<file path="src/rtl/v_ce_burst_pkg.sv">
// Shared FSM encoding and default width for the CE burst generator.
package v_ce_burst_pkg;
  localparam int unsigned DEF_WIDTH = 8;

  typedef enum logic [1:0] {
    IDLE = 2'd0,
    RUN  = 2'd1,
    FIN  = 2'd2
  } state_e;
endpackage

</file>
<file path="src/rtl/v_ce_prescaler.sv">
// CE period counter: loads DIV on start, counts down, reloads the captured
// DIV at terminal count. tc_o is the terminal-count flag of the next cycle.
module v_ce_prescaler
  import v_ce_burst_pkg::*;
#(
  parameter int unsigned WIDTH = DEF_WIDTH
) (
  input  logic             clk_i,
  input  logic             rst_ni,
  input  logic             load_i,
  input  logic             en_i,
  input  logic [WIDTH-1:0] div_i,
  output logic             tc_o
);
  logic [WIDTH-1:0] cnt_q, cnt_d;
  logic [WIDTH-1:0] div_q, div_d;
  logic             tc;

  assign tc = (cnt_q == '0);

  always_comb begin
    cnt_d = cnt_q;
    div_d = div_q;
    if (load_i) begin
      cnt_d = div_i;
      div_d = div_i;
    end else if (en_i) begin
      cnt_d = tc ? div_q : cnt_q - WIDTH'(1);
    end
  end

  // Looking at cnt_d lets the parent register CE in the same cycle the count hits zero.
  assign tc_o = (cnt_d == '0);

  always_ff @(posedge clk_i or negedge rst_ni) begin
    if (!rst_ni) begin
      cnt_q <= '0;
      div_q <= '0;
    end else begin
      cnt_q <= cnt_d;
      div_q <= div_d;
    end
  end
endmodule

</file>
<file path="src/rtl/v_ce_burst_gen.sv">
// Burst clock-enable generator: LEN CE pulses spaced DIV+1 cycles apart.
// Optional REMAIN output enabled by macro V_CE_BURST_GEN_REMAIN_EN.
module v_ce_burst_gen
  import v_ce_burst_pkg::*;
#(
  parameter int unsigned WIDTH = DEF_WIDTH
) (
  input  logic             C,
  input  logic             CLR,
  input  logic             START,
  input  logic             STOP,
  input  logic [WIDTH-1:0] DIV,
  input  logic [WIDTH-1:0] LEN,
  output logic             CE,
  output logic             BUSY,
`ifdef V_CE_BURST_GEN_REMAIN_EN
  output logic [WIDTH-1:0] REMAIN,
`endif
  output logic             DONE
);
  state_e           state_q, state_d;
  logic             ce_q, ce_d;
  logic             busy_q, busy_d;
  logic             done_q, done_d;
  logic [WIDTH-1:0] rem_q, rem_d;
  logic             ps_load, ps_en, ps_tc;

  assign ps_load = (state_q == IDLE) && START && !STOP && (LEN != '0);
  assign ps_en   = (state_q == RUN);

  v_ce_prescaler #(.WIDTH(WIDTH)) u_ps (
    .clk_i  (C),
    .rst_ni (CLR),
    .load_i (ps_load),
    .en_i   (ps_en),
    .div_i  (DIV),
    .tc_o   (ps_tc)
  );

  always_comb begin
    state_d = state_q;
    ce_d    = 1'b0;
    busy_d  = 1'b0;
    done_d  = 1'b0;
    rem_d   = rem_q;
    case (state_q)
      IDLE: begin
        rem_d = '0;
        if (START && !STOP) begin
          if (LEN == '0) begin
            state_d = FIN;
            done_d  = 1'b1;
          end else begin
            state_d = RUN;
            busy_d  = 1'b1;
            ce_d    = ps_tc;
            rem_d   = LEN;
          end
        end
      end
      RUN: begin
        if (STOP) begin
          state_d = IDLE;
          rem_d   = '0;
        end else if (ce_q && (rem_q == WIDTH'(1))) begin
          state_d = FIN;
          done_d  = 1'b1;
          rem_d   = '0;
        end else begin
          busy_d = 1'b1;
          ce_d   = ps_tc;
          if (ce_q) rem_d = rem_q - WIDTH'(1);
        end
      end
      FIN:     state_d = IDLE;
      default: state_d = IDLE;
    endcase
  end

  always_ff @(posedge C or negedge CLR) begin
    if (!CLR) begin
      state_q <= IDLE;
      ce_q    <= 1'b0;
      busy_q  <= 1'b0;
      done_q  <= 1'b0;
      rem_q   <= '0;
    end else begin
      state_q <= state_d;
      ce_q    <= ce_d;
      busy_q  <= busy_d;
      done_q  <= done_d;
      rem_q   <= rem_d;
    end
  end

  assign CE   = ce_q;
  assign BUSY = busy_q;
  assign DONE = done_q;
`ifdef V_CE_BURST_GEN_REMAIN_EN
  assign REMAIN = rem_q;
`endif
endmodule

</file>
<file path="config.mk">
export PLATFORM = sky130hd
export DESIGN_NAME = v_ce_burst_gen
export DESIGN_NICKNAME = d
export VERILOG_FILES = /design/src/rtl/v_ce_burst_pkg.sv /design/src/rtl/v_ce_prescaler.sv /design/src/rtl/v_ce_burst_gen.sv
export SDC_FILE = /design/constraint.sdc
export NUM_CORES = 1
export LEC_CHECK = 0
export BUFFER_PORTS_ARGS = -buffer_cell sky130_fd_sc_hd__buf_4
export CORE_MARGIN = 2
export CORE_UTILIZATION = 61
export CTS_CLUSTER_SIZE = 20
export DETAILED_ROUTE_END_ITERATION = 10
export GPL_TIMING_DRIVEN = 0
export PLACE_DENSITY = 0.92
export SLEW_MARGIN = 10
export SYNTH_ARGS = -nofsm -noshare
export SYNTH_HDL_FRONTEND = slang
export SYNTH_HIERARCHICAL = 1
export SYNTH_SLANG_ARGS = --single-unit
export TNS_END_PERCENT = 1
</file>
<file path="constraint.sdc">
create_clock -name C -period 3.9 [get_ports C]
set_input_delay 0.39 -clock C [delete_from_list [all_inputs] [get_ports C]]
set_output_delay 0.39 -clock C [all_outputs]
set_load 0.01 [all_outputs]
</file>
==> flow_summary.toml, run 1 <==
[outcome]
outcome = "finished, final reports clean"

[finish]
fin_util = 0.7451
drive_gt1_frac = 0.2290
syn2layout_area_growth_pct = 16.20
fin_area_um2 = 2037
nets = 237
diodes = 0

[critical_path]
crit_buf_inv = 1
path_cells = "buf_4 > nor4_1 > nand2_1 > and2_1 > and2_1 > or3b_2 > o221a_1 > or4_4 > nor4_2 > and2_1"
cpMaxStageDelayCell = "nor4_1"
path_depth = 10
critical_path_arrival_ps = 3380
r2r_cells = 9
setup.worst_path.class = "input port to flip-flop"
required_ps = 4190
critPathMostFrequentCell = "and2_1"
cpLargestDelayFamily = "simple AND/OR/NAND/NOR gates"
endpoint_kind = "flip-flop"
crit_fanout = 4
startpoint_type = "input port"
crit_path_max_incr_delay_ps = 620

[clocking]
htreeDepth = 2
cts_root_buffer = "clkbuf_4"
worstSkewPairLatency_ps = 340
cts-buffers-inserted = 5
path_clk_slew_ps = 100
cts_resized = 0
cts_setup_buffers = 0
cts_buffer_depth = 2
clock_sinks = 29
cts_tree = "built"

[logic_synthesis]
ys_types = 56
synth_nets = 207
ys_ff_latch = 29
ys_seq_area_frac = 0.4140
avgSynthCellArea_um2 = 9.579
syn_inst = 183
synth.cell_area_um2 = 1753
synth_top_flop_cell = "dfrtp_1"
yosys_warnings = 6
synthArstFlopShare = 1.000
synth-edff-count = 0

[min_path]
min_path_cells = 2
min_path_type = "input port to flip-flop"

[global_routing]
grt_first_pass_wirelength_um = 7120
antenna_found_initial = 0
grt_remaining_overflow = 0
grt_usage = 0.2831
grt_max_degree = 30
grt_pass1_vias = 1584

[timing]
setup_viol = 0
maxSlewViolCount = 0
max_freq_mhz = 322.7
tns_ps = 0
min_period_ps = 3099
hold_violations = 0
tightest_slew_ps = 692.6
clock_skew_ps = 10.97
rsz0062_at_grt = "no"
slew_headroom = 0.5340
timing.final.crit_share = 0.7946
setup_ws_ps = 801.1
timing.hold.ws_ps = 237.3

[pwr]
peakVddDrop_mv = 0.6009
p_leak_nw = 0.9141
p_per_area_nw_per_um2 = 593.4

[floorplanning]
ios = 23
row_count = 19
dieArea_um2 = 3318
coreArea_um2 = 2734
initial_core_util = 0.6412
dieHeight_um = 57.61
die_x_um = 57.61

[placed_design]
gp_congestion = 0.8992
place_ws_ps = 585.9
place_area_um2 = 1957
dp_hpwl_um = 3216
io_buffer_count = 22

[drt]
num_vias = 1661
drcViolationCount = 0
dr.pass1.iters = 4
via_per_inst = 6.780
ant_nets = 0
wl_per_cell_um = 17.49
drtIter0Drc = 164
drt_wl_total_um = 4285

[run]
cap_violations = 0
## placed cells by master, fill, tap and decap left out, types with 2 or more instances in the layout
master	count
mux2_2	3
o31ai_1	3
a32oi_1	4
nor2_1	15
inv_1	14
dfrtp_1	29
nand3_1	2
buf_4	22
o211ai_1	2
a31oi_1	4
nand2_1	8
nor3_1	7
o21ai_0	10
nor3_2	2
or3b_1	2
nor4_1	4
a22oi_1	3
clkbuf_4	5
ha_1	4
clkbuf_8	2
and3_1	3
nor3b_1	3
clkbuf_1	5
a311oi_1	2
o21ai_1	3
or4_4	2
nor4_2	2
a21oi_1	5
and2_1	5
o2bb2ai_1	5
a21o_1	4
## worst register-to-register path, stage by stage (launching register included)
cell	delay (ps)
dfrtp_1	450
nor4_1	610
and2_1	270
clkbuf_1	370
nor2_1	80
a22oi_1	150
a21bo_1	240
or4_4	410
nor4_2	280
and2_1	170
## cell families (layout without fill, tap and decap cells)
family	Yosys count	count (layout)	synth area share
and+or+nand+nor	65	65	0.2227
AOI/OAI and AO/OA	61	61	0.2655
DFF	29	29	0.4140
buffers and inverters	20	51	0.04354
adders and majority gates	4	4	0.02855
muxes	4	4	0.02569
## per-stage QoR
stage	instances	total power [mW]
after CTS	245	1.204
after floorplan	183	0.8430
after global placement	236	0.9479
after global routing	245	1.284
final	245	1.209
after detailed placement	236	0.9884
## flip-flops by register name, summed over array words and instances (netlist names)
| signal | count |
|---|---|
| BUSY | 1 |
| CE | 1 |
| DONE | 1 |
| rem_q | 8 |
| state_q | 2 |
| u_ps/cnt_q | 8 |
| u_ps/div_q | 8 |
## layer usage
metal / up-vias / share of wire / track usage
li1: 755 / - / -
met5: - / 0 / 0
met4: 0 / 0.039 / 0.1495
met1: 799 / 0.38 / 0.3294
met2: 85 / 0.50 / 0.4773
met3: 22 / 0.079 / 0.07256
## worst paths after layout
check / start / slack [ps] / endpoint
max: LEN[0] / 800 / CE
min: STOP / 240 / state_q[1]
max reg2reg: state_q[1] / 810 / CE
min reg2reg: u_ps/div_q[4] / 510 / u_ps/div_q[4]
max in group asynchronous: CLR / 3120 / u_ps/cnt_q[7]
min in group asynchronous: CLR / 500 / rem_q[1]
## power breakdown
part	total (mW)	leakage, nW	internal [mW]	switching, mW
registers	0.482	0.370	0.381	0.100
logic	0.514	0.503	0.234	0.280
clock network	0.213	0.0413	0.104	0.109
## final cells by class
cell class                 count  area (um2)
timing repair buffer          23       175.2
multi-input combinational    134       950.9
buffer                         6       23.77
fill                         191       696.9
tap                           31       38.79
sequential                    29       725.7
clock buffer                   7       65.06
inverter                      14       52.55
clock inverter                 1       5.005
## Yosys cell counts (3+ instances only)
cell type	number	area (um2)
nor2_1	15	56.30
inv_1	14	52.55
ha_1	4	50.05
and3_1	3	18.77
nor4_1	4	25.02
and2_1	5	31.28
dfrtp_1	29	725.7
a22oi_1	3	22.52
a21oi_1	5	25.02
clkbuf_1	5	18.77
mux2_2	3	33.78
nor3_1	7	35.03
o31ai_1	3	22.52
a32oi_1	4	35.03
nand2_1	8	30.03
a31oi_1	4	25.02
o2bb2ai_1	5	43.79
o21ai_0	10	50.05
nor3b_1	3	22.52
o21ai_1	3	15.01
a21o_1	4	30.03
## repair_timing
| action | in CTS | in global routing |
|---|---|---|
| endpoints found under the hold margin | 29 | 0 |
| hold buffers | 1 | 0 |
| setup endpoints to repair | 0 | 0 |
Power figures use the tool's default switching activity.
==> run 2: changes to the inputs <==
--- a/config.mk
+++ b/config.mk
@@ -5,13 +5,14 @@
 export SDC_FILE = /design/constraint.sdc
 export NUM_CORES = 1
 export LEC_CHECK = 0
+export ABC_AREA = 1
 export BUFFER_PORTS_ARGS = -buffer_cell sky130_fd_sc_hd__buf_4
 export CORE_MARGIN = 2
-export CORE_UTILIZATION = 61
+export CORE_UTILIZATION = 58
 export CTS_CLUSTER_SIZE = 20
 export DETAILED_ROUTE_END_ITERATION = 10
 export GPL_TIMING_DRIVEN = 0
-export PLACE_DENSITY = 0.92
+export PLACE_DENSITY = 0.88
 export SLEW_MARGIN = 10
 export SYNTH_ARGS = -nofsm -noshare
 export SYNTH_HDL_FRONTEND = slang
==> constraint.sdc (replaced) <==
create_clock -name C -period 3.2 [get_ports C]
set_input_delay 0.32 -clock C [delete_from_list [all_inputs] [get_ports C]]
set_output_delay 0.32 -clock C [all_outputs]
set_load 0.01 [all_outputs]
==> run 2 against run 1 <==
Against the previous run:
- flip-flop and latch count is the same
- critical path type is now flip-flop to flip-flop
- design area grew 6.3%
- critical endpoint unchanged
- non-clock buffer count shrank 2
- sequential power increased by 17%
- hold slack worse by 22 ps
- core utilization decreased by 4.1 points
- count of clock-buffer cells in the layout grew 1
- die area is 12% higher
- largest power group unchanged
==> flow_summary.toml, run 2 <==
[logic_synthesis]
synth.cell_area_um2 = 1887
synth_top_flop_cell = "dfrtp_1"
synth_common_cells = "nand2_1 (80), nor2_1 (49), inv_1 (37), dfrtp_1 (29), nand3_1 (15)"
synth_nets = 299
ys_ff_latch = 29
synth-edff-count = 0
avgSynthCellArea_um2 = 6.861
ys_seq_area_frac = 0.3846
synthArstFlopShare = 1.000
yosys-top-cells-area = "dfrtp_1 (38%), nand2_1 (16%), nor2_1 (9.7%)"
yosysMostFrequentCell = "nand2_1"
syn_inst = 275
ys_types = 30
synth_top_area_share = 0.3846
yosys_warnings = 6
synth_area_leader_cell = "dfrtp_1"

[pwr]
p_leak_nw = 1.173
peakVddDrop_mv = 0.3499
swShare = 0.4356
switchingPower_mw = 0.6122
p_seq_frac = 0.400
p_int_mw = 0.7932
pwr-share-clk = 0.152
p_comb_frac = 0.448
p_per_area_nw_per_um2 = 648.9

[floorplanning]
die_x_um = 61.04
ios = 23
coreArea_um2 = 3078
row_count = 20
dieArea_um2 = 3725
initial_core_util = 0.6130
dieHeight_um = 61.04

[min_path]
min_path_type = "input port to flip-flop"
min_path_cells = 3

[finish]
fin_area_um2 = 2166
diodes = 0
nFillCells = 273
reg_top3 = "rem_q: 8 flops, u_ps/cnt_q: 8 flops, u_ps/div_q: 8 flops"
drive_gt1_frac = 0.1667
syn2layout_area_growth_pct = 14.79
final_cell_mix = "nand2_1 (80), nor2_1 (49), inv_1 (37)"
nets = 329
final_common_cell = "nand2_1"

[critical_path]
crit_fanout = 9
endpoint_kind = "flip-flop"
required_ps = 3470
critical_path_arrival_ps = 2490
setup.worst_path.class = "flip-flop to flip-flop"
startpoint_type = "flip-flop"
r2r_cells = 11

[timing]
slew_headroom = 0.7344
tns_ps = 0
setup_viol = 0
timing.final.crit_share = 0.6934
setup_ws_ps = 981.1
max_freq_mhz = 450.7
tightest_slew_ps = 398.5
clock_skew_ps = 13.57
maxSlewViolCount = 0
hold_violations = 0
min_period_ps = 2219
rsz0062_at_grt = "no"

[clocking]
hold_buffers = 1
cts_buffer_depth = 2
worstSkewPairLatency_ps = 330
htreeDepth = 2
cts_tree = "built"
path_clk_slew_ps = 90
cts_root_buffer = "clkbuf_4"
cts-buffers-inserted = 5
cts_resized = 0
clock_sinks = 29
cts_setup_buffers = 0

[placed_design]
place_ws_ps = 1026
place_area_um2 = 2107
io_buffer_count = 22
gp_congestion = 0.9034
dp_hpwl_um = 2929

[drt]
num_vias = 1769
drcViolationCount = 0
wl_per_cell_um = 11.04
ant_nets = 0
drtIter0Drc = 113
via_per_inst = 5.054
drt_wl_total_um = 3864
dr.pass1.iters = 4

[outcome]
outcome = "finished, final reports clean"

[global_routing]
antenna_found_initial = 0
grt_pass1_vias = 1639
grt_usage = 0.2471
grt_remaining_overflow = 0
grt_max_degree = 30
grt_first_pass_wirelength_um = 6727

[run]
cap_violations = 0
[run 2: cells by family (layout without fill, tap and decap cells)]
| family | after synthesis | after routing | synth area share |
|---|---|---|---|
| DFF | 29 | 29 | 0.3846 |
| buffers and inverters | 45 | 76 | 0.09682 |
| AOI/OAI and AO/OA | 31 | 31 | 0.09815 |
| xor gates and xnor gates | 1 | 1 | 0.004643 |
| and+or+nand+nor | 165 | 165 | 0.3893 |
| adders and majority gates | 4 | 4 | 0.02653 |
[run 2: final timing paths]
path                                    start       endpoint  slack (ps)
worst min register to register  u_ps/div_q[0]  u_ps/div_q[0]         480
min in group asynchronous                 CLR  u_ps/div_q[3]         440
worst max register to register     state_q[1]             CE         980
worst min-delay path                   DIV[0]  u_ps/div_q[0]         220
max in group asynchronous                 CLR  u_ps/div_q[7]        2470
worst max-delay path               state_q[1]             CE         980
[run 2: routing by layer]
| layer | part of all wire | GRT usage |
|---|---|---|
| met1 | 0.44 | 0.2797 |
| met2 | 0.50 | 0.4407 |
| met3 | 0.042 | 0.06092 |
| met4 | 0.022 | 0.1056 |
| met5 | 0 | 0 |
[run 2: through the flow]
step / power [mW] / hold WS, ps / instances / util
after floorplan: 1.049 / 24.41 / 275 / -
after global placement: 1.168 / 265.5 / 341 / 0.6846
after detailed placement: 1.195 / 268.6 / 341 / 0.6846
after CTS: 1.409 / 206.6 / 350 / 0.7037
after global routing: 1.539 / 221.8 / 350 / 0.7037
final: 1.405 / 215.0 / 350 / 0.7037
[run 2: area by class of cell]
cell class | count | area, um2 | area share
tap | 44 | 55.05 | 0.02542
buffer | 4 | 26.28 | 0.01213
timing repair buffer | 23 | 175.2 | 0.08088
multi-input combinational | 201 | 978.4 | 0.4518
inverter | 41 | 156.4 | 0.07221
clock buffer | 8 | 48.80 | 0.02253
sequential | 29 | 725.7 | 0.3351
[run 2: power by group through the flow]
stage               combinational, mW  sequential (mW)  clock [mW]
finish                          0.629            0.563       0.213
global placement                0.604            0.564           0
global route                    0.729            0.579       0.232
CTS                             0.630            0.562       0.217
floorplan                       0.499            0.550           0
detailed placement              0.627            0.569           0
[run 2: worst max-delay path: stages, from the launching register on]
cell	delay, ps
dfrtp_1	420
nor2_1	170
nand2_1	140
nor2_1	140
clkbuf_1	270
clkinv_1	360
nand2_1	160
nand2_1	100
nor2_1	110
nand2_1	80
nor2_1	90
and2_1	120
==> run 3: changes to the inputs <==
--- a/config.mk
+++ b/config.mk
@@ -5,14 +5,14 @@
 export SDC_FILE = /design/constraint.sdc
 export NUM_CORES = 1
 export LEC_CHECK = 0
-export ABC_AREA = 1
+export ABC_AREA = 0
 export BUFFER_PORTS_ARGS = -buffer_cell sky130_fd_sc_hd__buf_4
 export CORE_MARGIN = 2
-export CORE_UTILIZATION = 58
+export CORE_UTILIZATION = 57
 export CTS_CLUSTER_SIZE = 20
 export DETAILED_ROUTE_END_ITERATION = 10
 export GPL_TIMING_DRIVEN = 0
-export PLACE_DENSITY = 0.88
+export PLACE_DENSITY = 0.87
 export SLEW_MARGIN = 10
 export SYNTH_ARGS = -nofsm -noshare
 export SYNTH_HDL_FRONTEND = slang
==> constraint.sdc (replaced) <==
create_clock -name C -period 2.1 [get_ports C]
set_input_delay 0.21 -clock C [delete_from_list [all_inputs] [get_ports C]]
set_output_delay 0.21 -clock C [all_outputs]
set_load 0.01 [all_outputs]
==> run 3 against run 2 <==
Against the previous run:
- the flow now finishes with violations (setup timing)
- design area increased by 4.0%
- core utilization increased by 5.3 points
- flip-flop and latch count is the same
- sequential power increased by 60%
- combinational power rose by 96%
- register-to-register slack worse by 1400 ps
- wire length up 26%
- hold slack worse by 120 ps
- final cell count fell by 26%
- non-clock buffer count grew 14
- largest power group unchanged
==> flow_summary.toml, run 3 (synthesis gave the netlist of run 1 again) <==
[outcome]
outcome = "finished with violations"
violations = "setup timing"

[finish]
fin_area_um2 = 2252
drive_gt1_frac = 0.3584
syn2layout_area_growth_pct = 28.48
reg_top3 = "rem_q: 8 flops, u_ps/cnt_q: 8 flops, u_ps/div_q: 8 flops"
final_cell_mix = "buf_4 (33), dfrtp_1 (24), nor2_1 (15)"
final_common_cell = "buf_4"
fin_util = 0.7563
stdcell_count = 259
nets = 249
diodes = 0

[global_routing]
met1_usage = 0.3463
top_usage_layer = "met2"
grt_pass1_vias = 1738
use_met2 = 0.4914
grt_usage = 0.2975
antenna_found_initial = 0
grt_max_degree = 30
grt_first_pass_wirelength_um = 7728
grt_remaining_overflow = 0
grt_use_met3 = 0.06550

[placed_design]
gp_congestion = 0.8660
place_ws_ps = -597.9
io_buffer_count = 22
place_area_um2 = 2029
placed_cells = 238
dp_hpwl_um = 3266

[clocking]
cts-buffers-inserted = 5
cts_tree = "built"
path_clk_slew_ps = 100
cts_buffer_depth = 2
cts_root_buffer = "clkbuf_4"
worstSkewPairLatency_ps = 340
htreeDepth = 2
clock_sinks = 29

[drt]
drcViolationCount = 0
drt_wl_total_um = 4867
wl_per_cell_um = 18.79
via_per_inst = 6.622
ant_nets = 0
drtIter0Drc = 187
num_vias = 1715
dr.pass1.iters = 5

[timing]
slew_headroom = 0.4237
min_period_ps = 2488
clock_skew_ps = 13.81
timing.hold.ws_ps = 92.15
setup_viol = 1
maxSlewViolCount = 0
hold_violations = 0
tightest_slew_ps = 853.5
setup_ws_ps = -388.4
tns_ps = -388.4
rsz0062_at_grt = "yes"
max_freq_mhz = 401.9
timing.final.crit_share = 1.185

[floorplanning]
dieArea_um2 = 3535
dieHeight_um = 59.46
row_count = 20
ios = 23
die_x_um = 59.46
coreArea_um2 = 2978
initial_core_util = 0.5887

[min_path]
min_path_type = "input port to flip-flop"

[pwr]
p_comb_frac = 0.487
p_seq_frac = 0.356
swShare = 0.4114
pwr-share-clk = 0.157
switchingPower_mw = 1.043
p_leak_nw = 0.9985
peakVddDrop_mv = 0.7255
p_per_area_nw_per_um2 = 1125
power.total_mw = 2.534
p_int_mw = 1.492

[critical_path]
critical_path_arrival_ps = 2760
setup.worst_path.class = "flip-flop to flip-flop"
cpMaxStageDelayCell = "or4_4"
crit_fanout = 4
startpoint_type = "flip-flop"
cpLargestDelayFamily = "simple AND/OR/NAND/NOR gates"
crit_path_max_incr_delay_ps = 530
endpoint_kind = "flip-flop"
path_cells = "inv_2 > ha_4 > nor3b_2 > nand2_1 > o221a_1 > or4_4 > nor4_4 > and2_1"
required_ps = 2370
crit_buf_inv = 1

[run]
cap_violations = 0
-- run 3: cell count changes in the layout (fill, tap and decap cells not counted), moves of 6 or more --
cell and delta:
nand2_1 -72, inv_1 -25, a21oi_1 -8, buf_4 +10, nand3_1 -13, nor3_1 +7, nor2_4 -6, nor2_1 -34
-- run 3: worst paths after layout --
| path | end | cells past startpoint | slack [ps] | from |
|---|---|---|---|---|
| worst max register to register | CE | 8 | -390 | u_ps/cnt_q[1] |
| worst max-delay path | CE | 8 | -390 | u_ps/cnt_q[1] |
| min in group asynchronous | rem_q[6] | 2 | 320 | CLR |
| worst min register to register | u_ps/div_q[4] | 1 | 480 | u_ps/div_q[4] |
| max in group asynchronous | u_ps/cnt_q[3] | 2 | 1470 | CLR |
| worst min-delay path | state_q[1] | 2 | 90 | STOP |
-- run 3: area by class of cell --
| class | instances | area [um2] |
|---|---|---|
| clock buffer | 7 | 65.06 |
| fill | 207 | 725.7 |
| clock inverter | 1 | 5.005 |
| inverter | 14 | 52.55 |
| tap | 33 | 41.29 |
| sequential | 29 | 732.0 |
| buffer | 6 | 42.54 |
| timing repair buffer | 35 | 269.0 |
| multi-input combinational | 134 | 1045 |
-- run 3: layer usage --
metal / wire length [um] / up-vias
met5: 0 / -
met1: 1939 / 818
li1: - / 783
met4: 183 / 0
met2: 2414 / 91
met3: 330 / 23
-- run 3: power by group through the flow --
stage / Combinational [mW] / Clock (mW) / Sequential (mW)
after floorplan: 0.750 / 0 / 0.857
after global placement: 0.935 / 0 / 0.891
after detailed placement: 0.985 / 0 / 0.902
after CTS: 1.12 / 0.410 / 0.892
after global routing: 1.33 / 0.436 / 0.922
final: 1.23 / 0.399 / 0.902
-- run 3: repair_timing --
action / in CTS / in global routing
pin swaps: 1 / 8
endpoints found under the hold margin: 29 / 0
cloned: 0 / 0
gates resized for setup: 12 / 4
endpoints found under the setup margin: 4 / 4
hold buffers: 1 / 0
buffers inserted: 6 / 6
